**config.mk**
```make
export PLATFORM = sky130hd
export DESIGN_NAME = seq_det_arbiter
export DESIGN_NICKNAME = d
export VERILOG_FILES = /design/src/rtl/seq_det_arbiter_pkg.sv /design/src/rtl/seq_det_arbiter_rr_arbiter.sv /design/src/rtl/seq_det_arbiter.sv
export SDC_FILE = /design/constraint.sdc
export NUM_CORES = 1
export LEC_CHECK = 0
export CAP_MARGIN = 15
export CORE_MARGIN = 2
export CORE_UTILIZATION = 51
export DETAILED_ROUTE_END_ITERATION = 10
export PLACE_DENSITY = 0.77
export SETUP_SLACK_MARGIN = 0.4
export SLEW_MARGIN = 20
export SYNTH_ARGS = -nofsm -noshare
export SYNTH_HDL_FRONTEND = slang
export SYNTH_SLANG_ARGS = --single-unit
```
**constraint.sdc**
```tcl
create_clock -name clk -period 3.45 [get_ports clk]
set_input_delay 0.5175 -clock clk [delete_from_list [all_inputs] [get_ports clk]]
set_output_delay 0.5175 -clock clk [all_outputs]
set_load 0.03 [all_outputs]
```
**src/rtl/seq_det_arbiter_pkg.sv**
```systemverilog
// seq_det_arbiter_pkg: shared defaults for the time-multiplexed pattern detector
package seq_det_arbiter_pkg;
  localparam int N_CH_DEF = 4;
  localparam int PAT_W_DEF = 6;
  localparam logic [PAT_W_DEF-1:0] PATTERN_DEF = 6'b110011;
  localparam int CNT_W = 16;
endpackage

```
**src/rtl/seq_det_arbiter_rr_arbiter.sv**
```systemverilog
// rr_arbiter: zero-latency round-robin grant, pointer advances past the winner
module rr_arbiter #(
  parameter int N_CH = 4,
  parameter int CH_W = $clog2(N_CH)
) (
  input  logic            clk,
  input  logic            reset,
  input  logic [N_CH-1:0] req,
  output logic [N_CH-1:0] gnt
);
  logic [CH_W-1:0] ptr_q, ptr_d, idx;
  // search from ptr upward; lower offsets overwrite later so the nearest requester wins
  always_comb begin
    gnt = '0;
    ptr_d = ptr_q;
    idx = '0;
    for (int i = N_CH - 1; i >= 0; i--) begin
      idx = CH_W'((int'(ptr_q) + i) % N_CH);
      if (req[idx]) begin
        gnt = '0;
        gnt[idx] = 1'b1;
        ptr_d = (idx == CH_W'(N_CH - 1)) ? '0 : idx + 1'b1;
      end
    end
  end
  // pointer register
  always_ff @(posedge clk or posedge reset)
    if (reset) ptr_q <= '0;
    else ptr_q <= ptr_d;
endmodule

```
**src/rtl/seq_det_arbiter.sv**
```systemverilog
// seq_det_arbiter: shared serial pattern detector across round-robin-arbitrated channels
module seq_det_arbiter
  import seq_det_arbiter_pkg::*;
#(
  parameter int N_CH = N_CH_DEF,
  parameter int PAT_W = PAT_W_DEF,
  parameter logic [PAT_W-1:0] PATTERN = PAT_W'(PATTERN_DEF),
  parameter int CH_W = $clog2(N_CH)
) (
  input  logic             clk,
  input  logic             reset,
  input  logic [N_CH-1:0]  req,
  input  logic [N_CH-1:0]  bit_in,
  input  logic [N_CH-1:0]  clr,
  output logic [N_CH-1:0]  gnt,
  output logic             match_valid,
  output logic [CH_W-1:0]  match_ch,
  output logic [CNT_W-1:0] match_cnt
);
  localparam int FW = $clog2(PAT_W + 1);
  logic [PAT_W-1:0] hist_q [N_CH];
  logic [PAT_W-1:0] hist_d [N_CH];
  logic [FW-1:0]    fill_q [N_CH];
  logic [FW-1:0]    fill_d [N_CH];
  logic             hit, match_valid_q, match_valid_d;
  logic [CH_W-1:0]  hit_ch, match_ch_q, match_ch_d;
  logic [CNT_W-1:0] match_cnt_q, match_cnt_d;
  rr_arbiter #(.N_CH(N_CH), .CH_W(CH_W)) u_arb (
    .clk  (clk),
    .reset(reset),
    .req  (req),
    .gnt  (gnt)
  );
  // shift the granted bit into its channel, compare, and let a clear override both
  always_comb begin
    hist_d = hist_q;
    fill_d = fill_q;
    hit = 1'b0;
    hit_ch = '0;
    for (int c = 0; c < N_CH; c++) begin
      if (gnt[c]) begin
        hist_d[c] = {hist_q[c][PAT_W-2:0], bit_in[c]};
        fill_d[c] = (fill_q[c] == FW'(PAT_W)) ? fill_q[c] : fill_q[c] + 1'b1;
        hit = !clr[c] && hist_d[c] == PATTERN && fill_d[c] == FW'(PAT_W);
        hit_ch = CH_W'(c);
      end
      if (clr[c]) begin
        hist_d[c] = '0;
        fill_d[c] = '0;
      end
    end
    match_valid_d = hit;
    match_ch_d = hit ? hit_ch : match_ch_q;
    match_cnt_d = (hit && match_cnt_q != '1) ? match_cnt_q + 1'b1 : match_cnt_q;
  end
  // history bank and registered match outputs
  always_ff @(posedge clk or posedge reset)
    if (reset) begin
      for (int c = 0; c < N_CH; c++) begin
        hist_q[c] <= '0;
        fill_q[c] <= '0;
      end
      match_valid_q <= 1'b0;
      match_ch_q <= '0;
      match_cnt_q <= '0;
    end else begin
      hist_q <= hist_d;
      fill_q <= fill_d;
      match_valid_q <= match_valid_d;
      match_ch_q <= match_ch_d;
      match_cnt_q <= match_cnt_d;
    end
  assign match_valid = match_valid_q;
  assign match_ch = match_ch_q;
  assign match_cnt = match_cnt_q;
endmodule

```
-- Word level (Yosys, flattened, before mapping)
Index checks and enable logic that the tools add are counted.
- bits in registers: 53
- bits in latches: 0
- bits in writable memories: 0
- memory bits (read-only): 0
- bits of input ports: 14
- output and inout bits: 23
- logic and storage cells: 126
- memories kept: 0
- add/subtract/negate cells: 12
- multiply operators: 0
- divide/modulo/power cells: 0
- order comparisons: 8
- equal/unequal tests: 17
- shifts and indexed selects: 0
- multiplexer cells: 55
- bitwise logic cells: 0
- reductions and logical operators: 22
- operator list (kind ; number):
    $mux W5 ; 8
    $mux W3 ; 12
    $eq A3 B3 Y1 const B ; 8
    $eq A6 B6 Y1 const B ; 4
    $mux W2 ; 10
    $add A16 B1 Y16 const B ; 1
    $mux W4 ; 4
    $ne A16 B16 Y1 const B ; 1
    $logic_and A1 B1 Y1 ; 13
    $mux W1 ; 13
    $add A3 B1 Y3 const B ; 4
    $lt A2 B3 Y1 const B ; 4
    $add A2 B1 Y2 const B ; 5
    $bmux W1 S2 ; 4
    $demux W1 S2 ; 4
    $eq A2 B2 Y1 const B ; 4
    $ge A2 B1 Y1 const B ; 4
    $reduce_bool A2 Y1 ; 4
    $add A2 B2 Y2 const B ; 2
    $logic_not A1 Y1 ; 4
    $reduce_bool A4 Y1 ; 1

-- Logic depth before layout (Yosys ltp)
Gate-level depths: netlist (run 1).
- word-level depth: 14
- gate-level depth with buffers: 15

-- Cells and area by module
Synthesis (run 1) repeated with hierarchy kept, for this count alone.
- cell total of the unflattened synthesis: 317
- area total of the unflattened synthesis: 3276.9 sq um
- modules (own cells, without submodules) (module ; times used ; cells each ; area each (sq um)):
    seq_det_arbiter ; 1 ; 254 ; 2692.6
    rr_arbiter ; 1 ; 63 ; 584.3

-- Worst setup path before layout (run 1)
OpenSTA, ideal clock, no wires.
- kind: reg-to-reg
- start: register u_arb.ptr_q[0]
- end: register match_cnt_q[14] (netlist: match_cnt[14])
- library setup time: 0.128 ns
- arrival: 3.496 ns
- data required time: 3.322 ns
- path slack: -0.173 ns
- cell stages (with the launch flop): 15
- path buffers: 3
- period minus slack after synthesis: 3.623 ns
- path through: dfrtp_1 -> buf_6 -> inv_1 -> ha_1 -> clkbuf_1 -> mux4_2 -> or2_1 -> a211oi_2 -> nor2_2 -> inv_2 -> a221oi_1 -> o31a_1 -> buf_6 -> nor4b_2 -> mux2_1
- RTL lines (item ; RTL line ; source):
    from (decl) ; seq_det_arbiter_rr_arbiter.sv:11 ; logic [CH_W-1:0] ptr_q, ptr_d, idx;
    from (signal assigned) ; seq_det_arbiter_rr_arbiter.sv:29 ; else ptr_q <= ptr_d;
    $add A2 B2 Y2 ; seq_det_arbiter_rr_arbiter.sv:18 ; idx = CH_W'((int'(ptr_q) + i) % N_CH);
    $lt A2 B3 Y1 (implied by the code) / $ge A2 B1 Y1 (equally long branches) ; seq_det_arbiter_rr_arbiter.sv:21 ; gnt[idx] = 1'b1;
    $logic_and A1 B1 Y1 (implied by the code) ; seq_det_arbiter_rr_arbiter.sv:21 ;
    $mux W1 (implied by the code) ; seq_det_arbiter_rr_arbiter.sv:21 ;
    $demux W1 S2 ; -- ;
    $mux W4 (3 in series) ; seq_det_arbiter_rr_arbiter.sv:19 ; if (req[idx]) begin
    $mux W4 * ; seq_det_arbiter_rr_arbiter.sv:19 ;
    via gnt[1] ; seq_det_arbiter.sv:15 ; output logic [N_CH-1:0] gnt,
    $mux W1 * (3 in series) ; seq_det_arbiter.sv:41 ; if (gnt[c]) begin
    $logic_and A1 B1 Y1 * ; seq_det_arbiter.sv:54 ; match_cnt_d = (hit && match_cnt_q != '1) ? match_cnt_q + 1'b1 : match_cnt_q;
    to (signal assigned) ; seq_det_arbiter.sv:71 ; match_cnt_q <= match_cnt_d;
    to (decl) ; seq_det_arbiter.sv:27 ; logic [CNT_W-1:0] match_cnt_q, match_cnt_d;
The timed path passes the listed nets; every way through them passes the cells marked *. The select of a mux whose other input is x is not followed.
A chain may end at the register's enable or synchronous reset.

-- Final worst setup path (run 1)
- start: register u_arb.ptr_q[0]
- end: register match_cnt_q[1] (netlist: match_cnt[1])
- word-level cells in the longest chain between the ends: 14
- ends and longest elaborated chain (item ; RTL line):
    $add A2 B2 Y2 ; seq_det_arbiter_rr_arbiter.sv:18
    $lt A2 B3 Y1 (implied by the code) / $ge A2 B1 Y1 (equally long branches) ; seq_det_arbiter_rr_arbiter.sv:21
    $logic_and A1 B1 Y1 (implied by the code) ; seq_det_arbiter_rr_arbiter.sv:21
    $mux W1 (implied by the code) ; seq_det_arbiter_rr_arbiter.sv:21
    $demux W1 S2 ; --
    $mux W4 (3 in series) ; seq_det_arbiter_rr_arbiter.sv:19
    $mux W4 * ; seq_det_arbiter_rr_arbiter.sv:19
    $mux W1 (3 in series) ; seq_det_arbiter.sv:41
    $mux W1 * ; seq_det_arbiter.sv:41
    $logic_and A1 B1 Y1 * ; seq_det_arbiter.sv:54
Mark *: on every way between the ends. The rest lies on a longest branch, timed or not. The select of a mux whose other input is x is not followed.

==> results of run 1 <==
routing by layer:
metal  vias to the layer above  GRT usage [%]  routed length (µm)
li1                       1278              -                   -
met1                      1336           27.1                3250
met2                        51           36.7                3940
met3                         6           3.08                 213
met4                         0           6.26                  59
met5                         -              0                   0
sequential cells by signal (all words and copies together), names as in the netlist:
register / flops
u_arb.ptr_q: 2
match_ch: 2
match_valid: 1
match_cnt: 16
hist_q: 20
fill_q: 12
area by class of cell:
class / count / area [µm²] / area share [%]
clock buffers: 6 / 72.6 / 1.67
clock inverters: 2 / 15.0 / 0.345
inverters: 15 / 63.8 / 1.47
multi-input cells: 234 / 1930 / 44.4
flip-flops and latches: 53 / 1330 / 30.6
well taps: 75 / 93.8 / 2.16
repair buffers: 93 / 846 / 19.4
path summary, 6_finish.rpt:
path,to,cells after the start,from,slack (ns)
worst max-delay path,match_cnt[1],10,u_arb.ptr_q[0],0.30
worst min-delay path,match_cnt[10],1,match_cnt[10],0.49
worst max register to register,match_cnt[1],10,u_arb.ptr_q[0],0.30
worst min register to register,match_cnt[10],1,match_cnt[10],0.49
max in group asynchronous,hist_q[1],3,reset,2.20
min in group asynchronous,hist_q[15],2,reset,0.61
power by group through the flow:
| stage | Sequential (µW) | Clock (µW) | Combinational [µW] |
|---|---|---|---|
| after global placement | 862 | 0 | 1950 |
| final | 860 | 346 | 2790 |
| after detailed placement | 867 | 0 | 1990 |
| after floorplan | 926 | 0 | 1320 |
| after CTS | 853 | 352 | 2270 |
| after global routing | 878 | 380 | 2990 |
per-stage QoR:
| stage | hold WS, ns | instance area, µm² | setup TNS, ns | power, µW |
|---|---|---|---|---|
| 2_1_floorplan | 0.478 | 3230 | 0 | 2250 |
| 4_1_cts | 0.490 | 4080 | 0 | 3480 |
| 3_5_place_dp | 0.473 | 3820 | -2.04 | 2860 |
| 5_1_grt | 0.511 | 4350 | 0 | 4250 |
| 6_report | 0.491 | 4350 | 0 | 3990 |
| 3_3_place_gp | 0.474 | 3820 | -1.18 | 2820 |
cells by family (layout without fill, tap and decap cells):
kind of cell | Yosys count | count (layout)
adders and majority gates | 16 | 16
and+or+nand+nor | 125 | 125
buffers and inverters | 27 | 116
DFF | 53 | 53
xor gates and xnor gates | 18 | 18
muxes | 28 | 28
AOI/OAI and AO/OA | 47 | 47
synth_stat cells (all sizes together) (7+ instances only):
| library cell | n | area, µm² |
|---|---|---|
| nor2 | 32 | 123 |
| nor2b | 7 | 43.8 |
| dfrtp | 53 | 1330 |
| mux2 | 7 | 78.8 |
| nand2 | 33 | 124 |
| ha | 16 | 200 |
| inv | 15 | 56.3 |
| nor3 | 15 | 100 |
| mux2i | 17 | 170 |
| a21oi | 24 | 124 |
| xor2 | 12 | 105 |
repair_timing:
item	4_1_cts	5_1_grt
buffers inserted	10	16
pin swaps	8	13
setup endpoints to repair	23	22
gates resized for setup	22	33
hold buffers	0	0
==> run metrics, run 1 <==
critical setup path kind flop to flop; gp weighted congestion 0.818; RSZ-0062 raised after global routing yes; Worst EP required 3.65 ns; logic gate share of total power 69.8%; CORE AREA 5960 µm²; DRT antenna net count 0; Top FF cell, synth dfrtp_1; Layout area overhead 37.1%; Cell Count, Final, Fillers Out 478; Synth Area in Simple Gates 22.6%; vias in the first global route 2696; Root Buffer clkbuf_8; Final Util 73.0%; worst endpoint data arrival time 3.35 ns; die width 82.9 µm; syn nets 344; Clock Latency Late Sink 0.31 ns; relative max-transition margin 55.8%; run status finished clean; largest family of logic cells by synthesized area simple AND/OR/NAND/NOR gates; post-synthesis cell count 314; worst slew pin tran 0.662 ns; final setup violation count 0; crit path cell chain buf_12 -> mux4_2 -> nand3b_4 -> a211oi_2 -> a21oi_2 -> or4_1 -> o31a_4 -> buf_6 -> a31oi_4 -> mux2_4; H-tree depth 2; P per Cell Area 918 nW/µm²; Clock Pin Slew Worst Setup and Hold Paths 0.10 ns; Clock Sinks 53; leakage 0.00197 µW; CTS tree built; clock network power share 8.7%; pin count of the biggest net entering global routing 33; peak supply drop 0.798 mV; Place WS -0.177 ns; all-layer global routing usage 21.1%; via count 2671; mean routed wirelength per cell 15.6 µm; synth unique cells 52; die area 6870 µm²; Post-Synth XOR/XNOR Area 4.97%; Overflow after GRT 0; CP max stage cell mux4_2; first-pass GRT wire length 12300 µm; Post-DP HPWL 4900 µm; Post-Syn Area per Cell 10.1 µm²; commonest non-fill, non-tap cells in the layout dfrtp_1 (51), buf_4 (44), nand2_1 (32); DRT Wirelength 7460 µm; # DRC 0; Worst Skew 0.0146 ns; CP Max Fanout 6; post-route worst setup slack 0.299 ns; initial antenna violation count 0; Chip Height 82.9 µm; IO Port Bufs 36; Mapped Area 3170 µm²; Top Ports 37; sequential area share after synthesis 41.8%; commonest non-fill, non-tap cell in the layout dfrtp_1; post-synthesis mux area share 10.7%; Sw Share 42.6%; achievable clock frequency 317 MHz; fin nets 432; fillers 407; max-cap violation count 0; asr flop ratio synth 100%; Inserted Diodes 0; Startpoint Class flop; post-layout min period 3.15 ns; initial drt markers 96; cts bufs inserted 5; hold crit path type flop to flop; sw power 1700 µW; CTS max path bufs 2; Compound-Gate Fraction of Synth Area 9.54%; #FFs+latches synth 53; Initial Util 53.3%; internal power 2290 µW; sequential share of power 21.5%; Rows 28; Post-synth EDFFs 0; Adder-Cell Fraction of Synth Area 6.31%; placed insts 444; number of synthesis warnings 0; period utilization 91.3%; CP bufs+invs 2; first drt pass iteration count 4; vias per cell 5.59; final slew viol count 0; crit-path max cell delay 0.59 ns; CP top delay family multiplexers; crit end category flop; share of layout cells above drive strength 1 28.5%; endpoints failing hold 0
Note: power is estimated with default switching activity, not from simulation.
==> run 2: changes to the inputs <==
Settings changed: CELL_PAD_IN_SITES_DETAIL_PLACEMENT set to 0, CELL_PAD_IN_SITES_GLOBAL_PLACEMENT set to 1, CORE_UTILIZATION 51 to 40, PLACE_DENSITY 0.77 to unset, PLACE_DENSITY_LB_ADDON set to 0.1.
==> run 2 against run 1 <==
Effect of this change:
- utilization down 19 points
- global-route usage down 4.4 points
- count of clock-buffer cells in the layout down 1
- via count down 6.9%
- sequential share of layout area up 1.7 points
- sequential cell count unchanged
- clock skew down 0.0070 ns
- sequential power down 2%
- die area up 26%
- critical path type unchanged
- highest routed layer unchanged
==> run metrics, run 2 (synthesis results as in run 1) <==
run status finished clean; logic gate share of total power 66.0% (-3.8 points); relative max-transition margin 65.6% (+9.7 points); Startpoint Class flop; leakage 0.00187 µW (-4.9%); cts bufs inserted 5 (unchanged); all-layer global routing usage 16.6% (-4.4 points); Clock Sinks 53 (unchanged); fillers 706 (+73%); Clock Latency Late Sink 0.30 ns (about the same); pin count of the biggest net entering global routing 24 (-27%); Overflow after GRT 0 (unchanged); die width 93.1 µm (+12%); Area after DPL 3870 µm² (+1.1%); area of the multi-input gates 1820 µm² (-5.5%); max-cap violation count 0 (unchanged); CP Max Fanout 13 (+7); peak supply drop 0.408 mV (-49%); post-layout min period 3.07 ns (-0.0767 ns); sw power 1510 µW (-11%); CORE AREA 7690 µm² (+29%); Rows 32 (+14%); Initial Util 41.3% (-12 points); Inserted Diodes 0 (unchanged); CTS tree built; final setup violation count 0 (unchanged); period utilization 89.1% (-2.2 points); H-tree depth 2 (unchanged); final slew viol count 0 (unchanged); Top Ports 37 (unchanged); DRT Wirelength 6780 µm (-9.1%); Sequential Area 1330 µm² (about the same); sequential share of power 24.1% (+2.6 points); vias per cell 5.09 (-9.0%); Chip Height 93.1 µm (+12%); fin nets 416 (-3.7%); mean routed wirelength per cell 13.9 µm (-11%); Biggest register hist_q; clock network power share 9.9% (+1.2 points); via count 2487 (-6.9%); RSZ-0062 raised after global routing yes; achievable clock frequency 325 MHz (+2.5%); DRT antenna net count 0 (unchanged); Root Buffer clkbuf_8; Sw Share 43.1% (+0.57 points); CTS max path bufs 2 (unchanged); commonest non-fill, non-tap cells in the layout dfrtp_1 (52), buf_4 (37), nand2_1 (33); vias in the first global route 2401 (-11%); worst endpoint data arrival time 3.27 ns (-0.08 ns); gp weighted congestion 0.882 (+7.8%); die area 8660 µm² (+26%); first-pass GRT wire length 11600 µm (-5.4%); initial antenna violation count 0 (unchanged); critical setup path kind flop to flop; share of layout cells above drive strength 1 23.5% (-5.0 points); Clock Pin Slew Worst Setup and Hold Paths 0.10 ns (about the same); P per Cell Area 850 nW/µm² (-7.4%); hold crit path type flop to flop; Place WS -0.135 ns (+0.0421 ns); commonest non-fill, non-tap cell in the layout dfrtp_1; Layout area overhead 29.7%; # DRC 0 (unchanged); initial drt markers 95 (-1.0%); Post-DP HPWL 4840 µm (-1.3%); Worst Skew 0.00757 ns (-0.00703 ns); internal power 1990 µW (-13%); post-route worst setup slack 0.375 ns (+0.0767 ns); crit end category flop; Worst EP required 3.65 ns (about the same); first drt pass iteration count 6 (+2); max reg flops 20 (unchanged); IO Port Bufs 36 (unchanged); Finished Cell Area 4120 µm² (-5.4%); worst slew pin tran 0.513 ns (-0.149 ns); endpoints failing hold 0 (unchanged)
==> run 2: path summary, 6_finish.rpt <==
path / startpoint / to / slack, ns / cells past startpoint
max in group asynchronous: reset / match_ch[1] / 2.22 / 3
hold reg to reg: match_cnt[4] / match_cnt[4] / 0.50 / 1
setup / recovery: u_arb.ptr_q[0] / match_cnt[14] / 0.38 / 10
hold / removal: match_cnt[4] / match_cnt[4] / 0.50 / 1
min in group asynchronous: reset / fill_q[7] / 0.55 / 2
setup reg to reg: u_arb.ptr_q[0] / match_cnt[14] / 0.38 / 10
==> run 2: metrics by stage <==
step                TNS, ns  total power (µW)  hold WS (ns)  cells  utilization, %
global placement     -0.140              2890         0.482    470            50.3
floorplan                 0              2250         0.478    314               -
CTS                       0              3360         0.506    483            52.4
detailed placement   -0.404              2880         0.491    470            50.3
global route              0              3780         0.543    489            53.5
finish                    0              3500         0.496    489            53.5
==> run 2: critical path, cell delays in order (launching register included) <==
cell	delay, ns
dfrtp_1	0.42
buf_6	0.14
mux4_2	0.54
nand3b_4	0.18
a211oi_2	0.20
a21oi_2	0.09
or4_1	0.53
o31a_1	0.16
buf_12	0.17
nor4b_4	0.23
mux2_4	0.32
==> run 2: timing repair <==
| item | 4_1_cts | 5_1_grt |
|---|---|---|
| gates cloned | 0 | 0 |
| gates resized for setup | 16 | 12 |
| pin swaps | 3 | 3 |
| buffers inserted | 5 | 6 |
| endpoints found under the setup margin | 19 | 18 |
| hold buffers | 0 | 0 |
==> run 2: cell type report <==
| class | instances | share of cell area, % |
|---|---|---|
| Timing Repair Buffer | 77 | 16.8 |
| Clock inverter | 3 | 0.426 |
| Sequential cell | 53 | 32.3 |
| Tap cell | 102 | 3.10 |
| Inverter | 15 | 1.49 |
| Multi-Input combinational cell | 234 | 44.3 |
| Clock buffer | 5 | 1.67 |
==> run 2: layer usage <==
metal  track usage, %  wire (µm)
met5                0          0
met1             25.1       3480
met3             2.18        141
met4             4.90        115
met2             25.0       3040
==> run 2: power by group through the flow <==
stage,clock network [µW],logic [µW],registers [µW]
after detailed placement,0,2030,856
after floorplan,0,1320,926
after global routing,392,2520,867
after CTS,365,2150,846
after global placement,0,2040,854
final,344,2310,844
==> run 3: changes to the inputs <==
Settings changed: HOLD_SLACK_MARGIN set to 0.02.
==> results of run 3 <==
No change in the layout: final DEF, timing and power equal those of run 2.
